<file path="config.mk">
export PLATFORM = sky130hd
export DESIGN_NAME = ins_fetcher_flat
export DESIGN_NICKNAME = d
export VERILOG_FILES = /design/src/rtl/ins_fetcher_if.sv /design/src/rtl/ins_fetcher.sv /design/src/flat_wrapper.sv
export SDC_FILE = /design/constraint.sdc
export NUM_CORES = 1
export LEC_CHECK = 0
export CORE_AREA = 2 2 119 121
export CTS_CLUSTER_DIAMETER = 100
export CTS_CLUSTER_SIZE = 14
export DETAILED_ROUTE_END_ITERATION = 10
export DIE_AREA = 0 0 121 123
export PLACE_DENSITY_LB_ADDON = 0.12
export SLEW_MARGIN = 20
export SYNTH_ARGS = -nofsm -noshare
export SYNTH_HDL_FRONTEND = slang
export SYNTH_SLANG_ARGS = --single-unit
</file>
<file path="constraint.sdc">
create_clock -name clk -period 2.8 [get_ports clk]
set_input_delay 0.84 -clock clk [delete_from_list [all_inputs] [get_ports clk]]
set_output_delay 0.84 -clock clk [all_outputs]
set_load 0.02 [all_outputs]
</file>
<file path="src/rtl/ins_fetcher_if.sv">
// Fetch-side bus bundle: icache request/response, branch-predictor probe,
// instruction-queue push and ROB redirect.
interface ins_fetcher_if;
    logic        icache_req_valid;
    logic [31:0] icache_req_addr;
    logic        icache_resp_valid;
    logic [31:0] icache_resp_ins;

    logic [31:0] pred_pc_cur;
    logic [31:0] pred_ins_cur;
    logic [31:0] pred_pc_next;
    logic        pred_jump;

    logic        iq_valid;
    logic [31:0] iq_ins;
    logic [31:0] iq_pc;
    logic        iq_pred_jump;
    logic        iq_full;

    logic        rob_flush;
    logic [31:0] rob_flush_pc;

    modport master (
        output icache_req_valid, icache_req_addr,
        input  icache_resp_valid, icache_resp_ins,
        output pred_pc_cur, pred_ins_cur,
        input  pred_pc_next, pred_jump,
        output iq_valid, iq_ins, iq_pc, iq_pred_jump,
        input  iq_full,
        input  rob_flush, rob_flush_pc
    );

    modport slave (
        input  icache_req_valid, icache_req_addr,
        output icache_resp_valid, icache_resp_ins,
        input  pred_pc_cur, pred_ins_cur,
        output pred_pc_next, pred_jump,
        input  iq_valid, iq_ins, iq_pc, iq_pred_jump,
        output iq_full,
        output rob_flush, rob_flush_pc
    );
endinterface

</file>
<file path="src/rtl/ins_fetcher.sv">
// Instruction fetch unit: one outstanding icache request, predictor-driven next PC,
// ROB redirect with stale-response drain. Define JALR_STALL_EN to park after a JALR.
module ins_fetcher #(
    parameter logic [31:0] RESET_PC = 32'h0
) (
    input logic          clk,
    input logic          rst,
    input logic          rdy,
    ins_fetcher_if.master bus
);

`ifdef JALR_STALL_EN
    typedef enum logic [1:0] {FETCH = 2'd0, DRAIN = 2'd1, ISSUE = 2'd2, WAIT_JALR = 2'd3} state_t;
`else
    typedef enum logic [1:0] {FETCH = 2'd0, DRAIN = 2'd1, ISSUE = 2'd2} state_t;
`endif

    state_t      state;
    state_t      state_nxt;
    logic [31:0] pc;
    logic [31:0] pc_nxt;
    logic [31:0] ins_reg;
    logic [31:0] ins_nxt;
    logic [31:0] old_addr;
    logic [31:0] old_nxt;

`ifdef JALR_STALL_EN
    logic is_jalr;
    assign is_jalr = (ins_reg[6:0] == 7'b1100111);
`endif

    always_ff @(posedge clk) begin
        if (rst) begin
            state   <= FETCH;
            pc      <= RESET_PC;
            ins_reg <= '0;
        end else if (rdy) begin
            state   <= state_nxt;
            pc      <= pc_nxt;
            ins_reg <= ins_nxt;
        end
    end

    // Address of the stale request being drained; only meaningful in DRAIN.
    always_ff @(posedge clk) begin
        if (rdy) begin
            old_addr <= old_nxt;
        end
    end

    always_comb begin
        state_nxt = state;
        pc_nxt    = pc;
        ins_nxt   = ins_reg;
        old_nxt   = old_addr;
        case (state)
            FETCH: begin
                if (bus.icache_resp_valid) begin
                    if (bus.rob_flush) begin
                        pc_nxt = bus.rob_flush_pc;
                    end else begin
                        ins_nxt   = bus.icache_resp_ins;
                        state_nxt = ISSUE;
                    end
                end else if (bus.rob_flush) begin
                    old_nxt   = pc;
                    pc_nxt    = bus.rob_flush_pc;
                    state_nxt = DRAIN;
                end
            end
            DRAIN: begin
                if (bus.rob_flush) begin
                    pc_nxt = bus.rob_flush_pc;
                end
                if (bus.icache_resp_valid) begin
                    state_nxt = FETCH;
                end
            end
            ISSUE: begin
                if (bus.rob_flush) begin
                    pc_nxt    = bus.rob_flush_pc;
                    state_nxt = FETCH;
                end else if (!bus.iq_full) begin
                    pc_nxt    = bus.pred_pc_next;
                    state_nxt = FETCH;
`ifdef JALR_STALL_EN
                    if (is_jalr) begin
                        state_nxt = WAIT_JALR;
                    end
`endif
                end
            end
`ifdef JALR_STALL_EN
            WAIT_JALR: begin
                if (bus.rob_flush) begin
                    pc_nxt    = bus.rob_flush_pc;
                    state_nxt = FETCH;
                end
            end
`endif
            default: begin
                state_nxt = FETCH;
            end
        endcase
    end

    // Outputs are forced quiet while rst is high so the reset cycle itself is clean.
    assign bus.icache_req_valid = !rst && ((state == FETCH) || (state == DRAIN));
    assign bus.icache_req_addr  = rst ? RESET_PC : ((state == DRAIN) ? old_addr : pc);
    assign bus.pred_pc_cur      = rst ? 32'h0 : pc;
    assign bus.pred_ins_cur     = rst ? 32'h0 : ins_reg;
    assign bus.iq_valid         = !rst && (state == ISSUE) && !bus.rob_flush;
    assign bus.iq_ins           = rst ? 32'h0 : ins_reg;
    assign bus.iq_pc            = rst ? 32'h0 : pc;
    assign bus.iq_pred_jump     = !rst && bus.pred_jump;

endmodule

</file>
<file path="src/flat_wrapper.sv">
// flat-port wrapper written by rule: the top's interface ports become plain ports
module ins_fetcher_flat 
#(
    parameter logic [31:0] RESET_PC = 32'h0
)
  (clk, rst, rdy, bus_icache_req_valid, bus_icache_req_addr, bus_icache_resp_valid, bus_icache_resp_ins, bus_pred_pc_cur, bus_pred_ins_cur, bus_pred_pc_next, bus_pred_jump, bus_iq_valid, bus_iq_ins, bus_iq_pc, bus_iq_pred_jump, bus_iq_full, bus_rob_flush, bus_rob_flush_pc);
  ins_fetcher_if bus_i ();
  input logic clk;
  input logic rst;
  input logic rdy;
  output wire logic [$bits(bus_i.icache_req_valid)-1:0] bus_icache_req_valid;
  output wire logic [$bits(bus_i.icache_req_addr)-1:0] bus_icache_req_addr;
  input wire logic [$bits(bus_i.icache_resp_valid)-1:0] bus_icache_resp_valid;
  input wire logic [$bits(bus_i.icache_resp_ins)-1:0] bus_icache_resp_ins;
  output wire logic [$bits(bus_i.pred_pc_cur)-1:0] bus_pred_pc_cur;
  output wire logic [$bits(bus_i.pred_ins_cur)-1:0] bus_pred_ins_cur;
  input wire logic [$bits(bus_i.pred_pc_next)-1:0] bus_pred_pc_next;
  input wire logic [$bits(bus_i.pred_jump)-1:0] bus_pred_jump;
  output wire logic [$bits(bus_i.iq_valid)-1:0] bus_iq_valid;
  output wire logic [$bits(bus_i.iq_ins)-1:0] bus_iq_ins;
  output wire logic [$bits(bus_i.iq_pc)-1:0] bus_iq_pc;
  output wire logic [$bits(bus_i.iq_pred_jump)-1:0] bus_iq_pred_jump;
  input wire logic [$bits(bus_i.iq_full)-1:0] bus_iq_full;
  input wire logic [$bits(bus_i.rob_flush)-1:0] bus_rob_flush;
  input wire logic [$bits(bus_i.rob_flush_pc)-1:0] bus_rob_flush_pc;
  assign bus_icache_req_valid = bus_i.icache_req_valid;
  assign bus_icache_req_addr = bus_i.icache_req_addr;
  assign bus_i.icache_resp_valid = bus_icache_resp_valid;
  assign bus_i.icache_resp_ins = bus_icache_resp_ins;
  assign bus_pred_pc_cur = bus_i.pred_pc_cur;
  assign bus_pred_ins_cur = bus_i.pred_ins_cur;
  assign bus_i.pred_pc_next = bus_pred_pc_next;
  assign bus_i.pred_jump = bus_pred_jump;
  assign bus_iq_valid = bus_i.iq_valid;
  assign bus_iq_ins = bus_i.iq_ins;
  assign bus_iq_pc = bus_i.iq_pc;
  assign bus_iq_pred_jump = bus_i.iq_pred_jump;
  assign bus_i.iq_full = bus_iq_full;
  assign bus_i.rob_flush = bus_rob_flush;
  assign bus_i.rob_flush_pc = bus_rob_flush_pc;
  ins_fetcher #(.RESET_PC(RESET_PC)) u_core (.clk(clk), .rst(rst), .rdy(rdy), .bus(bus_i));
endmodule
</file>
=== Word-level counts from Yosys, hierarchy flattened ===
Cells that the tools add are included.

* Input port bits: 103
* Output and inout port bits: 163
* Word-level logic and storage cells: 42
* Register bits: 98

* Mux-type cells: 15
* Reduce and logical (&&, ||, !) cells: 14
* Bitwise gates (word level): 2
* Equal/unequal tests: 7

{| class="wikitable"
|+ Operators with widths
! operator !! number
|-
| $mux W32 || 7
|-
| $pmux W32 S2 || 1
|-
| $mux W2 || 6
|-
| $reduce_and A4 Y1 || 3
|-
| $ne A3 B3 Y1 const B || 3
|-
| $pmux W2 S3 || 1
|-
| $reduce_and A5 Y1 || 1
|-
| $logic_and A1 B1 Y1 || 4
|-
| $eq A2 B1 Y1 const B || 1
|-
| $eq A2 B2 Y1 const B || 1
|-
| $logic_not A1 Y1 || 2
|-
| $logic_not A2 Y1 || 1
|-
| $ne A2 B1 Y1 const B || 1
|-
| $ne A2 B2 Y1 const B || 1
|-
| $not A1 Y1 || 2
|-
| $reduce_bool A2 Y1 || 1
|-
| $reduce_or A2 Y1 || 1
|-
| $logic_or A1 B1 Y1 || 1
|}

=== Longest topological paths before layout ===
* Depth in word-level cells: 4
* Depth in mapped cells: 7

=== Least setup slack after synthesis ===
OpenSTA, ideal clock, no wires.

* Path type: input port to output port
* Start point: input rst
* End point: output bus_pred_ins_cur[12]
* Data arrival time: 1.806 ns
* Stages: 4
* Setup slack: 0.154 ns
* Cell sequence: clkbuf_1 > clkbuf_1 > nor2b_1 > buf_4

* Cells in the longest elaborated chain, start to end: 1

{| class="wikitable"
|+ Ends and longest elaborated chain
! item !! RTL line !! RTL
|-
| start: declaration || flat_wrapper.sv:9 || <nowiki>input logic rst;</nowiki>
|-
| $mux W32 || - ||
|-
| end: declaration || flat_wrapper.sv:16 || <nowiki>output wire logic [$bits(bus_i.pred_ins_cur)-1:0] bus_pred_ins_cur;</nowiki>
|}

No other way between the ends.

=== Worst setup path after layout ===
* Start point: input rst
* End point: output bus_pred_pc_cur[0]

* Cells in the longest elaborated chain, start to end: 1

{| class="wikitable"
|+ Ends and longest elaborated chain
! item !! RTL line !! RTL
|-
| $mux W32 || ins_fetcher.sv:110 || <nowiki>assign bus.pred_pc_cur = rst ? 32'h0 : pc;</nowiki>
|-
| end: declaration || flat_wrapper.sv:15 || <nowiki>output wire logic [$bits(bus_i.pred_pc_cur)-1:0] bus_pred_pc_cur;</nowiki>
|}

No other way between the ends.

==> flow_summary.ini <==
[outcome]
status = completed

[detailed_routing]
antenna_left = 0
number_of_optimization_iterations_in_the_first_detailed_route_pass = 8
wl_per_cell_um = 14.6
vias = 4740
routed_wl_um = 14700
drt_iter0_drc = 241
vias_per_cell = 4.71
drc = 0

[timing]
tightest_slew_ns = 0.357
setup_violations = 0
final_hold_viol_count = 0
period_share = 0.982
final_period_minus_worst_setup_slack_ns = 2.75
max_freq_ghz = 0.364
drv_slew = 0
relSlewSlack = 0.762
rsz0062_at_grt = false
fin_tns_setup_ns = 0
finClkSkew_ns = 0.00316

[cts]
cts_num_sinks = 98
ctsRootBufferMaster = clkbuf_16
path_clk_slew_ns = 0.06
post-cts-setup-buffer-count = 0
h_tree_depth_reported_by_cts = 3
tritoncts = built
cts-buffers-inserted = 9
clock_path_buffers = 2
clk-insertion-delay-late_ns = 0.34

[floorplanning]
floorplan.rows = 43
fp.coreArea_um2 = 13600
starting_density = 0.389
num_io_pins = 266
die_width_um = 121
die_area_um2 = 14900
die_h_um = 123

[global_route]
met3_track_demand_over_resource = 0.0517
first_global_vias = 4636
antenna_found_initial = 1
global_route.overflow_total = 0
met2_usage = 0.346
globalRouteTotalUtil = 0.193
groute.layer.met1.usage = 0.225
grt_max_degree = 45
grt.busiest_layer = met2
wire_length_of_the_first_global_routing_pass_um = 22600

[critical_path]
crit_fanout = 34
timing.setup.critical_path_class = input port to output port
crit_required_ns = 1.96
reg2reg_from = u_core.state[1]
launch_point_of_the_critical_path = rst
setup.worst_path.end_class = output port
worstSetupStartpointType = input port
worst-endpoint-arrival_ns = 1.91

[placement]
dp.cells = 991
port-buffer-count = 265
final_weighted_congestion_in_routability_driven_placement = 0.795
detailed_place_hpwl_um = 11000

[yosys]
post_synth_num_cell_types = 25
syn_avg_cell_area_um2 = 8.62
synthDominantAreaCellType = dfxtp_1
yosysTopAreaCellShare = 0.249
post_synth_main_area_contributors = dfxtp_1, edfxtp_1, nand2_1
netlist_instances = 615
postSynthNetCount = 718
ys_seq_area_frac = 0.431
syn_area_um2 = 5300
synth-warning-count = 0
postSynthRegisterBits = 98

[finish]
fraction_of_final_layout_cells_sized_beyond_drive_strength_1 = 0.146
instances_no_fill = 1007
final.fill_count = 1311
layout.cells.most_common_list = nand2_1, dlygate4sd2_1, clkdlybuf4s50_1, a21oi_1, dfxtp_1
diodes = 0
finalNetCount = 925
layout_commonest_cell = nand2_1
areaGrowthSynthToFinish_pct = 49.6

[hold_path]
worst_hold_startpoint = u_core.ins_reg[7]
holdCritPathClass = register to register

[power]
p_per_area_nw_per_um2 = 453
total_power_mw = 3.59
ir_drop_uv = 234
power.static_leakage_nw = 3.56

[flow_run]
drv.max_cap_violation_count = 0
synth_stat cells:
cell / instances
nor2_2: 29
edfxtp_1: 32
nor2_1: 8
a311oi_2: 30
and3_1: 2
buf_1: 3
clkbuf_1: 19
o21a_1: 1
o211a_1: 1
nand2b_1: 1
buf_4: 71
dfxtp_1: 66
a311oi_1: 2
buf_6: 5
buf_2: 10
nand2_1: 194
buf_12: 3
nor2b_1: 66
and2b_1: 1
nor3_1: 1
and2_1: 1
a21oi_1: 66
a21bo_2: 1
nor2b_4: 1
nand3_1: 1
path summary, 6_finish.rpt:
| kind | to | slack, ns | depth (start not counted) |
|---|---|---|---|
| worst min-delay path | u_core.ins_reg[7] | 0.45 | 2 |
| worst max-delay path | bus_pred_pc_cur[0] | 0.05 | 3 |
| worst min register to register | u_core.ins_reg[7] | 0.45 | 2 |
| worst max register to register | u_core.pc[21] | 1.20 | 6 |
per-stage QoR:
stage,util,worst slack (ns),hold slack (ns),cell area (um^2)
6_report,0.582,0.0504,0.447,7930
5_1_grt,0.582,0.00114,0.467,7930
4_1_cts,0.581,0.00416,0.450,7920
3_5_place_dp,0.572,-0.275,0.442,7780
3_3_place_gp,0.572,-0.291,0.434,7780
2_1_floorplan,-,0.154,0.432,5300
layer usage:
layer  vias up  share of wire
met3        17          0.078
met5         -        0.00088
met1      2176           0.42
met2       185           0.49
li1       2360              -
met4         2          0.012
layout make-up:
type / instances / area (um^2) / share of cell area
timing repair buffer: 307 / 2860 / 0.361
sequential: 98 / 2280 / 0.288
multi-input combinational: 406 / 2250 / 0.283
clock buffer: 14 / 274 / 0.0346
tap: 180 / 225 / 0.0284
clock inverter: 2 / 33.8 / 0.00426
power by group:
| part | switching, mW | internal (mW) | total (mW) |
|---|---|---|---|
| combinational | 0.371 | 0.358 | 0.729 |
| clock | 0.508 | 0.764 | 1.27 |
| sequential | 0.0502 | 1.54 | 1.59 |
| total | 0.929 | 2.66 | 3.59 |
critical path, stage by stage:
cell and delay [ns]:
buf_6 0.19, nor2b_1 0.19, clkdlybuf4s50_1 0.67
cells by family after synthesis:
family / Yosys count / synth area share
AND/OR/NAND/NOR: 305 / 0.266
buffers and inverters: 111 / 0.148
AO/OA/AOI/OAI: 101 / 0.156
flip-flops: 98 / 0.431
what timing repair did:
item / 4_1_cts / 5_1_grt
gates resized for setup: 148 / 7
endpoints found under the setup margin: 146 / 7
pin swaps: 0 / 0
hold buffers: 0 / 0
Note: power is estimated with default switching activity, not from simulation.
==> RTL change 1, RTL diff (config.mk and constraints unchanged) <==
Encoding of `state_t`: now one-hot (3 bits for 3 states).
--- a/src/rtl/ins_fetcher.sv
+++ b/src/rtl/ins_fetcher.sv
@@ -12,7 +12,7 @@
 `ifdef JALR_STALL_EN
     typedef enum logic [1:0] {FETCH = 2'd0, DRAIN = 2'd1, ISSUE = 2'd2, WAIT_JALR = 2'd3} state_t;
 `else
-    typedef enum logic [1:0] {FETCH = 2'd0, DRAIN = 2'd1, ISSUE = 2'd2} state_t;
+    typedef enum logic [2:0] {FETCH = 3'b001, DRAIN = 3'b010, ISSUE = 3'b100} state_t;
 `endif
 
     state_t      state;
Check against the original RTL: same outputs for any inputs over 4 cycles, from zero or initial values and one cycle with rst high; so few cycles prove little.
==> RTL change 1 against the unedited design <==
  * Power decreased by 6.3%
  * Cell area fell by 1.8%
  * Area after synthesis down 1.1%
  * Global-route usage shrank 1.3 points
  * Sequential share of layout area increased by 0.79 points
  * Worst setup slack gained 0.053 ns
  * Sequential cell count grew 1
  * Combinational power is 20% lower
  * Utilization decreased by 1.0 points
  * Clock skew increased by 0.0022 ns
  * Worst hold slack got worse by 0.0013 ns
  * Wire length is 6.1% lower
  * Cell count down 3.2%
  * Largest cell class unchanged
==> RTL change 1: results (changes against the unedited design) <==
status: "complete, no violations"
r2r_end: "u_core.pc[30]"
fin_worst_skew_ns: 0.00539  # +0.00223 ns
num_vias: 4585  # -3.3%
dp_hpwl_um: 10300  # -6.5%
p_per_area_mw_per_mm2: 432  # -4.6%
syn-num-nets: 691  # -3.8%
hp-start: "u_core.pc[10]"
seq_area_mm2: 0.00230  # +0.93%
synth_ff_type: "dfxtp_1"
sh_seq_area_pct: 29.6  # +0.79 points
num-multi-input-gates: 380  # -6.4%
syn_inst: 588  # -4.4%
dpl_cell_area_mm2: 0.00773  # -0.68%
seqPwrFrac_pct: 46.8  # +2.5 points
grt_max_degree: 42  # -6.7%
leakage_nw: 3.58  # +0.48%
ys_warn_count: 0  # unchanged
combPwrFrac_pct: 17.4  # -2.9 points
wire_per_inst_um: 14.2  # -3.0%
synthTopCellsByArea: "dfxtp_1, edfxtp_1, buf_4"
path_clk_slew_ns: 0.06  # about the same
multi_input_area_share_pct: 28.8  # +0.44 points
max_stage_delay_ns: 0.45  # -0.22 ns
min_path_cells: 0  # -2
place_ws_ns: -0.342  # -0.0676 ns
reg2reg_slack_ns: 0.69  # -0.51 ns
buf_share_pct: 34.9  # -1.3 points
final_cell_count_no_fill: 975  # -3.2%
crit_arrival_ns: 1.86  # -0.05 ns
globalplace.congestion: 0.804  # +1.1%
grtUsageTotal_pct: 18.0  # -1.3 points
clkbuf_count: 13  # -1
tightest_slew_ns: 0.601  # +0.244 ns
netSwitchingPower_uw: 806  # -13%
cts_buffer_depth: 2  # unchanged
cp_max_fo: 2  # -94%
inv_count: 3  # +3
startpoint: "bus_rob_flush"
antenna_found_initial: 0  # -1
seq_cell_count: 99  # +1.0%
clkCellAreaFrac_pct: 3.71  # -0.17 points
drt_pre_antenna_iters: 5  # -3
fill_cells: 1288  # -1.8%
drtIter0Drc: 159  # -34%
hold_end: "u_core.old_addr[10]"
ys_types: 34  # +36%
whs_ns: 0.445  # -0.00128 ns
grt_pass1_vias: 4344  # -6.3%
dp_cells: 959  # -3.2%
ir_drop_uv: 308  # +32%
num-nonclk-buffers: 297  # -3.3%
reg2reg_from: "u_core.state[2]"
ys_seq_area_share_pct: 43.9  # +0.88 points
min_period_over_period_pct: 96.3  # -1.9 points
-- RTL change 1: cell types whose count changed in the layout (fill, tap and decap cells not counted), sizes merged, moves of 5 or more --
cell,change
a311oi,-32
buf,-9
clkbuf,+7
clkdlybuf4s50,-11
dlygate4sd2,+6
dlymetal6s2s,-5
mux2,+32
mux2i,+32
nand2,-66
-- RTL change 1: cell families (layout without fill, tap and decap cells) --
family	count (synthesis)	count (layout)	share of synthesized area, %
and+or+nand+nor	244	244	21.8
buffers and inverters	109	316	13.6
DFF	99	99	43.9
AOI/OAI and AO/OA	70	70	7.33
muxes	64	64	13.0
xor gates and xnor gates	2	2	0.334
-- RTL change 1: timing repair --
| item | in CTS | in global routing |
|---|---|---|
| setup buffers | 0 | 0 |
| setup endpoints to repair | 163 | 19 |
| gates resized for setup | 165 | 21 |
-- RTL change 1: routing by layer --
layer	routed length (um)	vias up	global-route usage (%)
li1	-	2275	-
met1	5580	2117	21.4
met2	6920	183	31.4
met3	1200	10	4.61
met4	155	0	6.83
met5	0	-	0
==> RTL change 2, RTL diff (same settings) <==
Made on the original files. The option `JALR_STALL_EN` is turned on by a define.
--- a/src/rtl/ins_fetcher.sv
+++ b/src/rtl/ins_fetcher.sv
@@ -1,5 +1,7 @@
 // Instruction fetch unit: one outstanding icache request, predictor-driven next PC,
 // ROB redirect with stale-response drain. Define JALR_STALL_EN to park after a JALR.
+`define JALR_STALL_EN
+
 module ins_fetcher #(
     parameter logic [31:0] RESET_PC = 32'h0
 ) (
Formal check against the unedited RTL: not equivalent (Yosys sat finds a counterexample within 4 cycles, from zero or initial values and one cycle with rst high).
==> RTL change 2 against the unedited design <==
  * Global-route usage fell by 0.78 points
  * Sequential cell count is the same
  * Power fell by 0.49%
  * Worst setup slack improved by 0.016 ns
  * Cell area is 3.7% lower
  * Wire length decreased by 5.7%
  * Area after synthesis is 4.0% lower
  * Largest cell class unchanged
  * Largest power group unchanged
==> RTL change 2: results (changes against the unedited design) <==
routed.top_layer: "met4"
max_stage_delay_ns: 0.62  # -0.05 ns
dr_wl_met3_um: 968  # -16%
syn-num-nets: 694  # -3.3%
ys_types: 31  # +24%
buf_share_pct: 35.7  # -0.43 points
leakage_nw: 3.43  # -3.7%
num_vias: 4495  # -5.2%
grt_pass1_vias: 4338  # -6.4%
clkCellAreaFrac_pct: 3.75  # -0.13 points
wl_met1_um: 5960  # -2.8%
ys_seq_area_share_pct: 44.8  # +1.8 points
clkbuf_count: 15  # +1
inv_count: 1  # +1
muxShareOfSynthArea_pct: 6.29  # +6.3 points
internal-power_mw: 2.61  # -2.1%
drt_pre_antenna_iters: 4  # -4
drtIter0Drc: 190  # -21%
ir_drop_uv: 236  # +1.1%
timing.max_slew.rel_slack_pct: 60.2  # -16 points
globalplace.congestion: 0.762  # -4.2%
final_nets: 883  # -4.5%
status: "complete, no violations"
grt_pass1_wl_um: 21700  # -3.8%
grt_max_degree: 47  # +4.4%
drt_wl_total_um: 13900  # -5.7%
drive_above_1_share_pct: 5.22  # -9.4 points
num-multi-input-gates: 382  # -5.9%
synth_compound_area_share_pct: 12.4  # -3.2 points
synth_common_cells: "nand2_1, buf_4, nor2b_1"
dp_hpwl_um: 10100  # -7.6%
antenna_found_initial: 0  # -1
grtUsageTotal_pct: 18.6  # -0.78 points
dr_wl_met2_um: 6850  # -5.8%
met1_usage_pct: 23.0  # +0.48 points
grt.met2_usage_pct: 32.3  # -2.3 points
fill_cells: 1326  # +1.1%
cp_max_fo: 27  # -21%
crit_arrival_ns: 1.89  # -0.02 ns
num-nonclk-buffers: 288  # -6.2%
fin_worst_skew_ns: 0.00681  # +0.00365 ns
synthTopCellsByArea: "dfxtp_1, edfxtp_1, buf_4"
synth-xor-area-share_pct: 0.344  # +0.34 points
RTL change 2: cell count changes after synthesis, moves of 3 or more:
| cell | delta |
|---|---|
| a211oi_1 | +33 |
| a311oi_2 | -30 |
| buf_12 | -3 |
| buf_6 | -4 |
| clkbuf_1 | +7 |
| mux2i_1 | +32 |
| nand2_1 | -65 |
| nor2_1 | +28 |
| nor2_2 | -29 |
RTL change 2: timing repair:
| action | CTS | global route |
|---|---|---|
| resized for setup | 160 | 6 |
| cloned | 0 | 0 |
| endpoints found under the setup margin | 160 | 6 |
RTL change 2: critical path: cells and delay by family:
| kind | cells | cell delay (ns) |
|---|---|---|
| buffers and inverters | 3 | 0.95 |
| and+or+nand+nor | 1 | 0.09 |
RTL change 2: through the flow:
step                worst slack [ns]  instance area (um2)  hold slack (ns)  util (%)  std cells
finish                        0.0668                 7630            0.449      56.1        965
global route                  0.0212                 7630            0.467      56.1        965
CTS                          0.00169                 7620            0.449      56.0        965
detailed placement            -0.367                 7530            0.440      55.3        949
global placement              -0.395                 7530            0.435      55.3        949
floorplan                      0.117                 5090            0.432         -        591
RTL change 2: worst paths after layout:
kind / start / endpoint / slack [ns] / cells past startpoint
worst min-delay path: u_core.ins_reg[29] / u_core.ins_reg[29] / 0.45 / 2
worst max-delay path: rst / bus_icache_req_valid / 0.07 / 4
worst min register to register: u_core.ins_reg[29] / u_core.ins_reg[29] / 0.45 / 2
worst max register to register: u_core.state[1] / u_core.state[0] / 0.67 / 6
RTL change 2: power by group through the flow:
stage / logic, mW / registers, mW / clock network (mW)
after global placement: 0.866 / 1.62 / 0
after floorplan: 0.478 / 1.61 / 0
after CTS: 0.809 / 1.59 / 1.22
after global routing: 0.867 / 1.60 / 1.28
final: 0.795 / 1.59 / 1.18
after detailed placement: 0.873 / 1.62 / 0
